### config.mk
export PLATFORM = sky130hd
export DESIGN_NAME = uart_rx_fifo
export DESIGN_NICKNAME = d
export VERILOG_FILES = /design/src/rtl/uart_rx_fifo.sv
export SDC_FILE = /design/constraint.sdc
export NUM_CORES = 1
export LEC_CHECK = 0
export ABC_CLOCK_PERIOD_IN_PS = 3900
export BUFFER_PORTS_ARGS = -buffer_cell sky130_fd_sc_hd__buf_2
export CORE_UTILIZATION = 40
export CTS_CLUSTER_DIAMETER = 150
export DETAILED_ROUTE_END_ITERATION = 6
export GPL_TIMING_DRIVEN = 0
export PLACE_DENSITY_LB_ADDON = 0.2
export RECOVER_POWER = 25
export SYNTH_ARGS = -nofsm -noshare
export SYNTH_HDL_FRONTEND = slang
export SYNTH_SLANG_ARGS = --single-unit
### constraint.sdc
create_clock -name clk_100MHz -period 3.9 [get_ports clk_100MHz]
set_clock_uncertainty 0.05 [all_clocks]
set_input_delay 0.78 -clock clk_100MHz [delete_from_list [all_inputs] [get_ports clk_100MHz]]
set_output_delay 0.78 -clock clk_100MHz [all_outputs]
set_load 0.005 [all_outputs]
### src/rtl/uart_rx_fifo.sv
// First-word-fall-through receive buffer behind the UART receiver.
// Holds completed words until the consumer pops them; flags words dropped while full.
module uart_rx_fifo #(
  parameter int DATA_WIDTH = 16,
  parameter int ADDR_BITS  = 4
) (
  input  logic                  clk_100MHz,
  input  logic                  reset,
  input  logic                  wr_en,
  input  logic [DATA_WIDTH-1:0] wr_data,
  input  logic                  rd_en,
  output logic [DATA_WIDTH-1:0] rd_data,
  output logic                  empty,
  output logic                  full,
  output logic [ADDR_BITS:0]    count,
  output logic                  overflow,
  input  logic                  clr_overflow
);

  localparam int DEPTH = 2 ** ADDR_BITS;
  localparam logic [ADDR_BITS:0] DEPTH_COUNT = (ADDR_BITS + 1)'(DEPTH);

  logic [DATA_WIDTH-1:0] r_mem [DEPTH];
  logic [ADDR_BITS-1:0]  r_wrPtr;
  logic [ADDR_BITS-1:0]  r_rdPtr;
  logic [ADDR_BITS:0]    r_count;
  logic                  r_overflow;

  logic w_wrAccept;
  logic w_rdAccept;
  logic w_drop;

  assign empty = (r_count == '0);
  assign full  = (r_count == DEPTH_COUNT);
  assign count = r_count;
  assign overflow = r_overflow;

  // A simultaneous pop frees the slot, so a write is still taken when full.
  assign w_wrAccept = wr_en & (~full | rd_en);
  assign w_rdAccept = rd_en & ~empty;
  assign w_drop     = wr_en & full & ~rd_en;

  assign rd_data = empty ? '0 : r_mem[r_rdPtr];

  always_ff @(posedge clk_100MHz) begin
    if (w_wrAccept) begin
      r_mem[r_wrPtr] <= wr_data;
    end
  end

  always_ff @(posedge clk_100MHz or posedge reset) begin
    if (reset) begin
      r_wrPtr    <= '0;
      r_rdPtr    <= '0;
      r_count    <= '0;
      r_overflow <= 1'b0;
    end else begin
      if (w_wrAccept) begin
        r_wrPtr <= r_wrPtr + 1'b1;
      end
      if (w_rdAccept) begin
        r_rdPtr <= r_rdPtr + 1'b1;
      end
      if (w_wrAccept && !w_rdAccept) begin
        r_count <= r_count + 1'b1;
      end else if (!w_wrAccept && w_rdAccept) begin
        r_count <= r_count - 1'b1;
      end
      // Setting takes priority so a drop in the clearing cycle is not lost.
      if (w_drop) begin
        r_overflow <= 1'b1;
      end else if (clr_overflow) begin
        r_overflow <= 1'b0;
      end
    end
  end

endmodule

==> metrics.csv <==
stage;metric;value;unit
setup_path;crit end category;primary output;
pwr;Lkg Pwr;4.10;nW
setup_path;crit path cell chain;buf_2 -> clkbuf_1 -> mux4_2 -> mux2_2 -> a221o_1 -> buf_2;
setup_path;CP most frequent cell;buf_2;
place;input/output buffers;44;
timing;final setup margin;133;ps
setup_path;reg2reg setup slack;420;ps
setup_path;Critical Path Max Stage Delay;610;ps
global_routing;initial antenna violation count;0;
cts;TritonCTS Buffers;28;
pwr;switching portion of total power;29.4;%
detailed_routing;1st-iter DRT viols;369;
cts;cts hold-fix bufs;0;
synth;mapped cell area;10600;um2
detailed_routing;highest metal used;met4;
outcome;outcome;finished, final reports clean;
global_routing;number of global-route vias before repair;5359;
detailed_routing;total wire length;22100;um
timing;RSZ-0062 raised after global routing;false;
timing;Final Hold Fails;0;
setup_path;CP bufs+invs;3;
cts;maximum root-to-sink buffer count;3;
detailed_routing;DRT Pass-1 Iters;4;
setup_path;Startpoint Class;register;
floorplan;die area;27200;um2
layout;Final nets;610;
layout;Area Overhead vs Synth;18.0;%
place;Final GP Congestion;0.713;
setup_path;Critical Path RT;3070;ps
detailed_routing;post-route antenna net violation count;0;
detailed_routing;DR vias;4990;
synth;synth warn;0;
timing;Worst-Margin Slew;975;ps
cts;Post CTS Setup Buffer Count;0;
cts;H-tree depth;1;
cts;Worst-path clk slew;70;ps
synth;Distinct cells, synth;36;
global_routing;global route overflow;0;
timing;max-slew violations;0;
global_routing;pin count of the biggest net entering global routing;17;
job;Maximum Capacitance Violations;0;
synth;Yosys reg bits;270;
timing;Slew HR;34.6;%
layout;fraction of layout cells with a size suffix above 1;35.9;%
detailed_routing;met2 routed WL;11400;um
floorplan;I/O pin cnt;45;
floorplan;Die W;165;um
timing;Fin Setup TNS;0;ps
pwr;Worst VDD drop;483;uV
pwr;P per Cell Area;746;nW/um2
detailed_routing;DRC;0;
layout;ANT cells;0;
floorplan;Die Height;165;um
cts;Worst-Skew Late Latency;530;ps
synth;Mapped Nets;519;
cts;Clock Sinks;270;
setup_path;WP data arrival;2940;ps
pwr;internal power;6.61;mW
worst_hold_path;Worst Hold Class;primary input to asynchronous set/reset pin;
detailed_routing;Met1 Wirelength;9220;um
synth;Syn Inst Count;488;
timing;final period utilization;96.6;%
detailed_routing;vias per cell;5.33;
synth;Mapped Avg Cell Area;21.8;um2
timing;Fmax achieved;265;MHz
floorplan;area of the core;26100;um2
timing;Tmin final;3770;ps
pwr;sequential power share;39.0;%
timing;# setup viols final;0;
pwr;Comb power frac;31.4;%
place;dpl ws;425;ps
synth;post-synthesis sequential area ratio;75.7;%
setup_path;crit path max fanout;10;
floorplan;# rows;59;
cts;CTS tree;done;
global_routing;Tot GR Track Use;17.2;%
detailed_routing;routed len/inst;23.6;um
setup_path;CP Class;register to primary output;
floorplan;initial core utilization;40.7;%
place;dpl hpwl;15200;um
pwr;clock share of power;29.6;%
pwr;Switch Pwr;2.75;mW
setup_path;CP top delay family;buffers and inverters;
detailed_routing;DR WL met3;1230;um
setup_path;Critical-path top delay cell;clkbuf_1;
global_routing;global-route wire length before repair;33400;um
cts;root buf cell;clkbuf_16;
==> cell families (layout without fill, tap and decap cells) <==
logic type	after synthesis	after routing	synth area share [%]
adders and majority gates	10	10	1.25
buffers and inverters	31	144	1.54
and+or+nand+nor	55	55	2.75
muxes	82	82	15.5
DFF	270	270	75.7
xor gates and xnor gates	9	9	0.742
AOI/OAI and AO/OA	31	31	2.54
==> placed cells by master (no fill, tap or decap), types with 2 or more instances in the layout <==
cell type	synthesis	final
clkinv_1	0	6
nand2b_1	2	2
nand2_1	7	7
o21ai_0	4	4
a21o_1	2	2
clkinv_2	0	2
buf_6	4	8
a21oi_1	3	3
nor2_1	16	4
mux2_2	18	18
mux4_2	64	64
xnor2_1	6	6
clkbuf_16	0	29
nor3_2	0	4
buf_1	2	2
ha_1	9	9
bufinv_16	0	5
nor2_2	2	14
clkbuf_1	6	17
edfxtp_1	256	256
inv_1	7	7
clkinvlp_4	0	4
buf_8	0	12
nor2b_1	16	16
xor2_1	3	3
buf_2	11	46
a221o_1	17	17
buf_4	1	2
dfrtp_1	14	14
==> state kept, by name, summed over array words and instances (netlist names) <==
signal    flops
r_wrPtr       4
count         5
r_mem       256
overflow      1
r_rdPtr       4
==> stage by stage <==
step | power (mW) | hold WS, ps | area [um2] | util [%] | std cells
finish | 9.36 | 257 | 12500 | 48.1 | 936
global placement | 6.54 | 469 | 11300 | 43.2 | 867
CTS | 9.48 | 254 | 12500 | 48.2 | 937
floorplan | 5.60 | 467 | 10600 | - | 488
detailed placement | 6.71 | 472 | 11600 | 44.4 | 885
global route | 9.79 | 292 | 12500 | 48.1 | 936
==> power groups by stage <==
| stage | clock network (mW) | logic (mW) | registers [mW] |
|---|---|---|---|
| 2_1_floorplan | 0 | 1.92 | 3.68 |
| 3_3_place_gp | 0 | 2.84 | 3.70 |
| 3_5_place_dp | 0 | 3.01 | 3.70 |
| 4_1_cts | 2.83 | 3.01 | 3.64 |
| 5_1_grt | 2.92 | 3.19 | 3.67 |
| 6_report | 2.77 | 2.94 | 3.64 |
==> worst reg2reg max path: stages (launching register included) <==
cell and delay, ps:
dfrtp_1 450, or4_4 620, o21ai_1 400, ha_1 280
inv_1 140, fa_1 430, a21o_1 220, a2111oi_0 390
a31oi_1 80, a221o_1 320
==> layer usage <==
layer | up-vias | global-route usage [%]
li1 | 2207 | -
met1 | 2645 | 22.7
met2 | 121 | 29.3
met3 | 17 | 3.29
met4 | 0 | 4.17
met5 | - | 0
==> final cells by class <==
class	count	area, um2
Fill cell	2102	13500
Buffer	23	135
Tap cell	335	419
Sequential cell	270	8040
Clock buffer	33	741
Multi-Input combinational cell	187	2470
Timing Repair Buffer	62	469
Inverter	7	26.3
Clock inverter	19	238
==> path summary, 6_finish.rpt <==
path                         startpoint     endpoint  depth (start not counted)
hold / removal                    reset   r_wrPtr[1]                          2
hold reg to reg                overflow     overflow                          2
max in group asynchronous         reset     count[1]                          2
min in group clk_100MHz    clr_overflow     overflow                          2
setup / recovery             r_rdPtr[3]  rd_data[13]                          6
setup reg to reg               count[0]     count[4]                          9
==> Yosys cell counts <==
master	n	share of area, %
o21ai_1	1	0.047
nand3_1	1	0.047
mux4_2	64	14
nand3b_1	1	0.071
xor2_1	3	0.25
o31a_1	1	0.082
inv_1	7	0.25
a2111oi_0	1	0.082
nor3_1	5	0.24
nor4_1	1	0.059
buf_6	4	0.42
nor2_2	2	0.12
buf_1	2	0.071
mux2_2	18	1.9
nand4_1	1	0.059
buf_4	1	0.071
a21oi_1	3	0.14
ha_1	9	1.1
o21ai_0	4	0.19
dfrtp_1	14	3.3
a31oi_1	1	0.059
fa_1	1	0.19
nand2_2	1	0.059
or4_4	1	0.11
a21o_1	2	0.14
buf_2	11	0.52
nand2_1	7	0.25
a221o_1	17	1.6
edfxtp_1	256	72
nor3b_2	1	0.12
nand2b_1	2	0.12
nor2b_1	16	0.94
nor2_1	16	0.57
o211ai_4	1	0.20
xnor2_1	6	0.49
clkbuf_1	6	0.21
==> timing repair <==
item	in CTS	in global routing
gates cloned	0	0
setup endpoints to repair	8	1
resized for setup	1	0
Note: power is estimated with default switching activity, not from simulation.
